==> config.mk <==
export PLATFORM = sky130hd
export DESIGN_NAME = sync_bitwise_unit
export DESIGN_NICKNAME = d
export VERILOG_FILES = /design/src/rtl/sync_bitwise_unit.sv
export SDC_FILE = /design/constraint.sdc
export NUM_CORES = 1
export LEC_CHECK = 0
export CAP_MARGIN = 20
export CORE_MARGIN = 8
export CORE_UTILIZATION = 48
export CTS_CLUSTER_SIZE = 30
export DETAILED_ROUTE_END_ITERATION = 10
export PLACE_DENSITY = 0.86
export SYNTH_ARGS = -nofsm -noshare
export SYNTH_HDL_FRONTEND = slang
export SYNTH_SLANG_ARGS = --single-unit
==> constraint.sdc <==
create_clock -name clk -period 2.6 [get_ports clk]
set_clock_uncertainty 0.15 [all_clocks]
set_input_delay 0.78 -clock clk [delete_from_list [all_inputs] [get_ports clk]]
set_output_delay 0.78 -clock clk [all_outputs]
set_load 0.01 [all_outputs]
==> src/rtl/sync_bitwise_unit.sv <==
// Registered op-selectable bitwise unit with valid/ready handshake,
// accumulate mode and a wrapping accepted-transaction counter.
//
// Ports:
//   clk, rst_n            clock, synchronous active-low reset
//   in_valid / in_ready   operand handshake (in_ready is combinational)
//   in_a, in_b            operands (in_b replaced by acc when in_acc=1)
//   in_op                 000 AND 001 OR 010 XOR 011 NAND
//                         100 NOR 101 XNOR 110 A&~B 111 PASS A
//   in_acc                use accumulator as second operand
//   out_valid / out_ready result handshake
//   out_data              registered result
//   out_count             accepted transactions, modulo 2^CNT_W
//   out_zero, out_ones, out_parity
//                         result flags, present only when the
//                         macro BITWISE_FLAGS_EN is defined
module sync_bitwise_unit #(
  parameter int WIDTH = 4,
  parameter int CNT_W = 16
) (
  input  logic             clk,
  input  logic             rst_n,
  input  logic             in_valid,
  output logic             in_ready,
  input  logic [WIDTH-1:0] in_a,
  input  logic [WIDTH-1:0] in_b,
  input  logic [2:0]       in_op,
  input  logic             in_acc,
  output logic             out_valid,
  input  logic             out_ready,
  output logic [WIDTH-1:0] out_data,
`ifdef BITWISE_FLAGS_EN
  output logic             out_zero,
  output logic             out_ones,
  output logic             out_parity,
`endif
  output logic [CNT_W-1:0] out_count
);

  typedef enum logic [2:0] {
    OP_AND  = 3'b000,
    OP_OR   = 3'b001,
    OP_XOR  = 3'b010,
    OP_NAND = 3'b011,
    OP_NOR  = 3'b100,
    OP_XNOR = 3'b101,
    OP_ANDN = 3'b110,
    OP_PASS = 3'b111
  } op_t;

  logic [WIDTH-1:0] acc;
  logic [WIDTH-1:0] y;
  logic [WIDTH-1:0] result;
  logic             accept;
  logic             pop;
  op_t              op;

  // A slot frees up when the held result is consumed this cycle,
  // which is what allows one result per cycle under out_ready=1.
  assign in_ready = rst_n & (~out_valid | out_ready);
  assign accept   = in_valid & in_ready;
  assign pop      = out_valid & out_ready;

  assign y  = in_acc ? acc : in_b;
  assign op = op_t'(in_op);

  always_comb begin
    result = '0;
    unique case (op)
      OP_AND:  result = in_a & y;
      OP_OR:   result = in_a | y;
      OP_XOR:  result = in_a ^ y;
      OP_NAND: result = ~(in_a & y);
      OP_NOR:  result = ~(in_a | y);
      OP_XNOR: result = ~(in_a ^ y);
      OP_ANDN: result = in_a & ~y;
      OP_PASS: result = in_a;
      default: result = '0;
    endcase
  end

  always_ff @(posedge clk) begin
    if (!rst_n) begin
      out_valid <= 1'b0;
      out_data  <= '0;
      acc       <= '0;
      out_count <= '0;
    end else if (accept) begin
      out_valid <= 1'b1;
      out_data  <= result;
      acc       <= result;
      out_count <= out_count + 1'b1;
    end else if (pop) begin
      // data is kept; only the valid flag drops
      out_valid <= 1'b0;
    end
  end

`ifdef BITWISE_FLAGS_EN
  always_ff @(posedge clk) begin
    if (!rst_n) begin
      out_zero   <= 1'b0;
      out_ones   <= 1'b0;
      out_parity <= 1'b0;
    end else if (accept) begin
      out_zero   <= (result == '0);
      out_ones   <= (result == {WIDTH{1'b1}});
      out_parity <= ^result;
    end
  end
`endif

endmodule

Word level (Yosys, flattened, before mapping)
Index checks and enable logic that the tools add are counted.
{"block": "totals", "reg_bits": 21, "inputBits": 16, "out_inout_bits": 22, "elab_cells": 30}
{"block": "classes", "addsub": 1, "n_eq_ne": 7, "n_mux": 4, "n_bitwise": 13, "reduce_logical": 2}
{"operator": "4-bit one-hot mux with 8 select lines", "n": 1}
{"operator": "16-bit by 1-bit adder with 16-bit output, second input constant", "n": 1}
{"operator": "4-bit inverter", "n": 4}
{"operator": "3-bit equality test, second input constant", "n": 4}
{"operator": "4-bit AND", "n": 2}
{"operator": "3-bit by 2-bit equality test with 1-bit output, second input constant", "n": 2}
{"operator": "4-bit two-way mux", "n": 1}
{"operator": "4-bit bitwise OR", "n": 1}
{"operator": "4-bit bitwise XOR", "n": 1}
{"operator": "1-bit AND", "n": 3}
{"operator": "3-bit by 1-bit equality test with 1-bit output, second input constant", "n": 1}
{"operator": "3-bit logical NOT", "n": 1}
{"operator": "1-bit two-way mux", "n": 2}
{"operator": "2-bit nonzero test", "n": 1}
{"operator": "1-bit inverter", "n": 1}
{"operator": "1-bit bitwise OR", "n": 1}

Longest topological paths before layout
{"block": "depth", "ltp_word": 5, "ltp_mapped": 8, "mapped_depth_nobuf": 7}

Least setup slack after synthesis
Ideal clock, no wire load.
{"block": "synth_timing", "path_type": "input to output", "from": "input rst_n", "to": "output in_ready", "arrival_time_ns": 1.414, "t_required_ns": 1.670, "slack_ns": 0.256, "path_stages": 4, "n_path_buf": 2, "cell_sequence": "buf_6 > inv_1 > buf_1 > nor2_1"}
{"block": "synth_between", "elab_chain_len": 1}
{"element": "from (decl)", "line": "22", "source": "input logic rst_n,"}
{"element": "1-bit AND", "line": "60", "source": "assign in_ready = rst_n & (~out_valid | out_ready);"}
{"element": "to (decl)", "line": "24", "source": "output logic in_ready,"}
No other way between the ends.

Worst setup path in the final report
{"block": "layout_timing", "from": "input out_ready", "to": "register out_count[11]"}
{"block": "layout_between", "elab_chain_len": 3}
{"element": "from (decl)", "line": "30", "source": "input logic out_ready,"}
{"element": "1-bit bitwise OR", "line": "60"}
{"element": "1-bit AND", "line": "60"}
{"element": "1-bit AND", "line": "61", "source": "assign accept = in_valid & in_ready;"}
{"element": "to (signal assigned)", "line": "92", "source": "out_count <= out_count + 1'b1;"}
{"element": "to (decl)", "line": "37", "source": "output logic [CNT_W-1:0] out_count"}
No other way between the ends.
A chain may end at the register's enable or synchronous reset.

==> results.ini <==
[status]
status=completed

[route]
drtIter0Drc=96
wire_per_inst_um=14.61
antenna_left=0
dr.pass1.iters=4
drc=0
wirelength_um=3666
viasPerCell=5.833
vias=1464

[timing]
worstMarginPinSlew_ps=373.0
timing.final.ws_setup_ps=90.60
period_needed_ps=2509
relSlewSlack_pct=75.05
max_freq_mhz=398.5
maxSlewViolCount=0
finalHoldViolCount=0
setup_viol=0
worst_hold_slack_ps=337.9
period_share_pct=96.52
grt_setup_unrepaired=no

[clock_network]
cts_buffers=3
cts.sinks=21
cts_tree=done
clockBufferDepth=2
cts_setup_buffers=0
clk_latency_ps=310
clock-root-buffer=clkbuf_4
clkTransAtPathRegs_ps=110
htree_num_levels=1

[place]
dpl_worst_slack_ps=-313.0
routabilityCongestion=0.8962
numPortBuffers=37
dp.cells=247
hpwl_um=2932

[critical_path]
r2r_slack_ps=690
reg2reg_depth=5
cp.required_ps=2700
cpPeakStageDelay_ps=580
slowest_stage=or4_4
reg2reg_from=out_valid$_SDFFE_PN0P_
crit_start=out_ready
arrival_ps=2610
timing.rr.end=out_count[11]$_SDFFE_PN0P_
cp_max_fo=9
path_cells=clkdlybuf4s50_1 -> nor2b_4 -> buf_4 -> or4_4 -> or3_1 -> a21oi_1
endpoint_kind=register
crit_end=out_count[11]$_SDFFE_PN0P_
crit_type=primary input to register
worstSetupStartpointType=primary input

[power]
peakVddDrop_v=0.0003265
p_leak_uw=0.0007503
power.density_mw_per_mm2=354.1

[final_layout]
utilization_pct=68.24
layout.nets=250
final_layout_size_suffix_gt1_share_pct=10.00
n_antenna_cell=0
syn_to_final_growth_pct=34.01
fin_cells=251

[grt]
grt_start_max_net_pins=16
grt_pass1_vias=1474
grt_pass1_wl_um=6265
antenna_found_initial=0
grt_overflow=0
grtUsageTotal_pct=14.69

[die]
core_mm2=0.002781
num_io_pins=38
initial_utilization_pct=50.92
die_area_mm2=0.004945
rows=19
die_h_um=70.32
die_w_um=70.32

[logic_synthesis]
seq_area_frac_synth_pct=29.68
yosysWarnings=0
synth_edf_count=0
synth_area_leaders=dfxtp_1 (30%), ha_1 (11%), mux2i_1 (7.1%)
syn_avg_cell_area_um2=8.002
synth_nets=206
yosys-top-cells-count=dfxtp_1 (21), nor2_1 (16), nand2_1 (15), o21ai_0 (14), ha_1 (13)
synth_ff_type=dfxtp_1
netlist.area_leader.share_pct=29.68
synth_cells=177
yosysMostFrequentCell=dfxtp_1
synth.ff_latch_count=21
synth_top_area_cell=dfxtp_1
synth-async-reset-ratio_pct=0
synth.cell_area_mm2=0.001416
synthDistinctLibCells=37

[min_path]
worstHoldStart=out_count[15]$_SDFFE_PN0P_
worstHoldPathType=register to register

[run]
maxCapViolations=0

-- timing repair --
action                     in CTS  in global routing
resized for setup               3                  5
hold buffers                    0                  0
gates cloned                    0                  0
hold endpoints to repair        0                  0
setup endpoints to repair       1                  8
-- per-layer routing --
layer  GRT usage (%)  share of wire, %  up-vias  routed length, µm
met3           3.249               6.1       14                225
li1                -                 -      705                  -
met1           14.45                38      692               1393
met5               0                 0        -                  0
met2           27.77                54       53               1964
met4           7.366               2.2        0                 82
-- worst min-delay path by stage --
stage,to,cells after the start
detailed placement,out_count[15]$_SDFFE_PN0P_,1
global placement,out_count[15]$_SDFFE_PN0P_,1
finish,out_count[15]$_SDFFE_PN0P_,1
global route,out_count[15]$_SDFFE_PN0P_,1
CTS,out_count[15]$_SDFFE_PN0P_,1
floorplan,out_count[15]$_SDFFE_PN0P_,1
-- layout make-up --
type | instances | area [µm²]
timing repair buffer | 49 | 457.9
tap | 31 | 38.79
inverter | 11 | 41.29
fill | 241 | 883.3
clock buffer | 4 | 26.28
multi-input combinational | 135 | 913.4
sequential | 21 | 420.4
-- state kept, by name, summed over array words and instances, names as in the netlist --
register	cells
acc	4
out_count	16
out_valid	1
-- kinds of logic (layout without fill, tap and decap cells) --
kind of cell	count (synthesis)	count (layout)	synth area share [%]
adders and majority gates	13	13	11.48
muxes	10	10	7.067
and+or+nand+nor	68	68	25.62
DFF	21	21	29.68
AOI/OAI and AO/OA	38	38	15.72
buffers and inverters	21	64	6.714
xor gates and xnor gates	6	6	3.710
-- critical path, delay by kind of cell --
| family | cells | cell delay [ps] |
|---|---|---|
| simple gates | 3 | 1000 |
| buf+inv | 2 | 670 |
| compound gates | 1 | 150 |
-- cells in the final DEF, fill, tap and decap left out, drive strengths merged --
cell type / synthesis / final
or2b: 1 / 1
o22ai: 4 / 4
a211oi: 3 / 3
inv: 11 / 11
nor2: 16 / 16
o21ai: 14 / 14
or2: 1 / 1
nand3b: 2 / 2
nand4: 2 / 2
clkdlybuf4s50: 0 / 35
a31oi: 1 / 1
and4: 2 / 2
nor4b: 2 / 2
o211ai: 1 / 1
a32o: 1 / 1
mux2i: 10 / 10
a21oi: 11 / 11
nor3: 2 / 2
nand2b: 3 / 3
clkbuf: 5 / 4
a311oi: 1 / 1
and2: 2 / 2
nor2b: 2 / 2
nor3b: 1 / 1
nand2: 16 / 16
xnor2: 6 / 6
dlymetal6s2s: 0 / 1
ha: 13 / 13
nand3: 5 / 5
o2bb2ai: 2 / 2
nor4: 1 / 1
buf: 5 / 13
or3: 9 / 9
or4: 1 / 1
dfxtp: 21 / 21
-- per-stage QoR --
stage	setup TNS, ps	total power, µW	area [µm²]
floorplan	0	438.6	1416
global placement	-2707	511.2	1862
detailed placement	-3362	521.8	1862
CTS	0	676.4	1889
global route	0	709.0	1898
finish	0	672.1	1898
-- power breakdown --
group / leakage, µW / internal, µW / switching [µW] / total (µW)
clock: 0.0000150 / 59.9 / 96.7 / 157
sequential: 0.000170 / 331 / 8.77 / 340
combinational: 0.000565 / 92.1 / 83.2 / 175
Power figures use the tool's default switching activity.
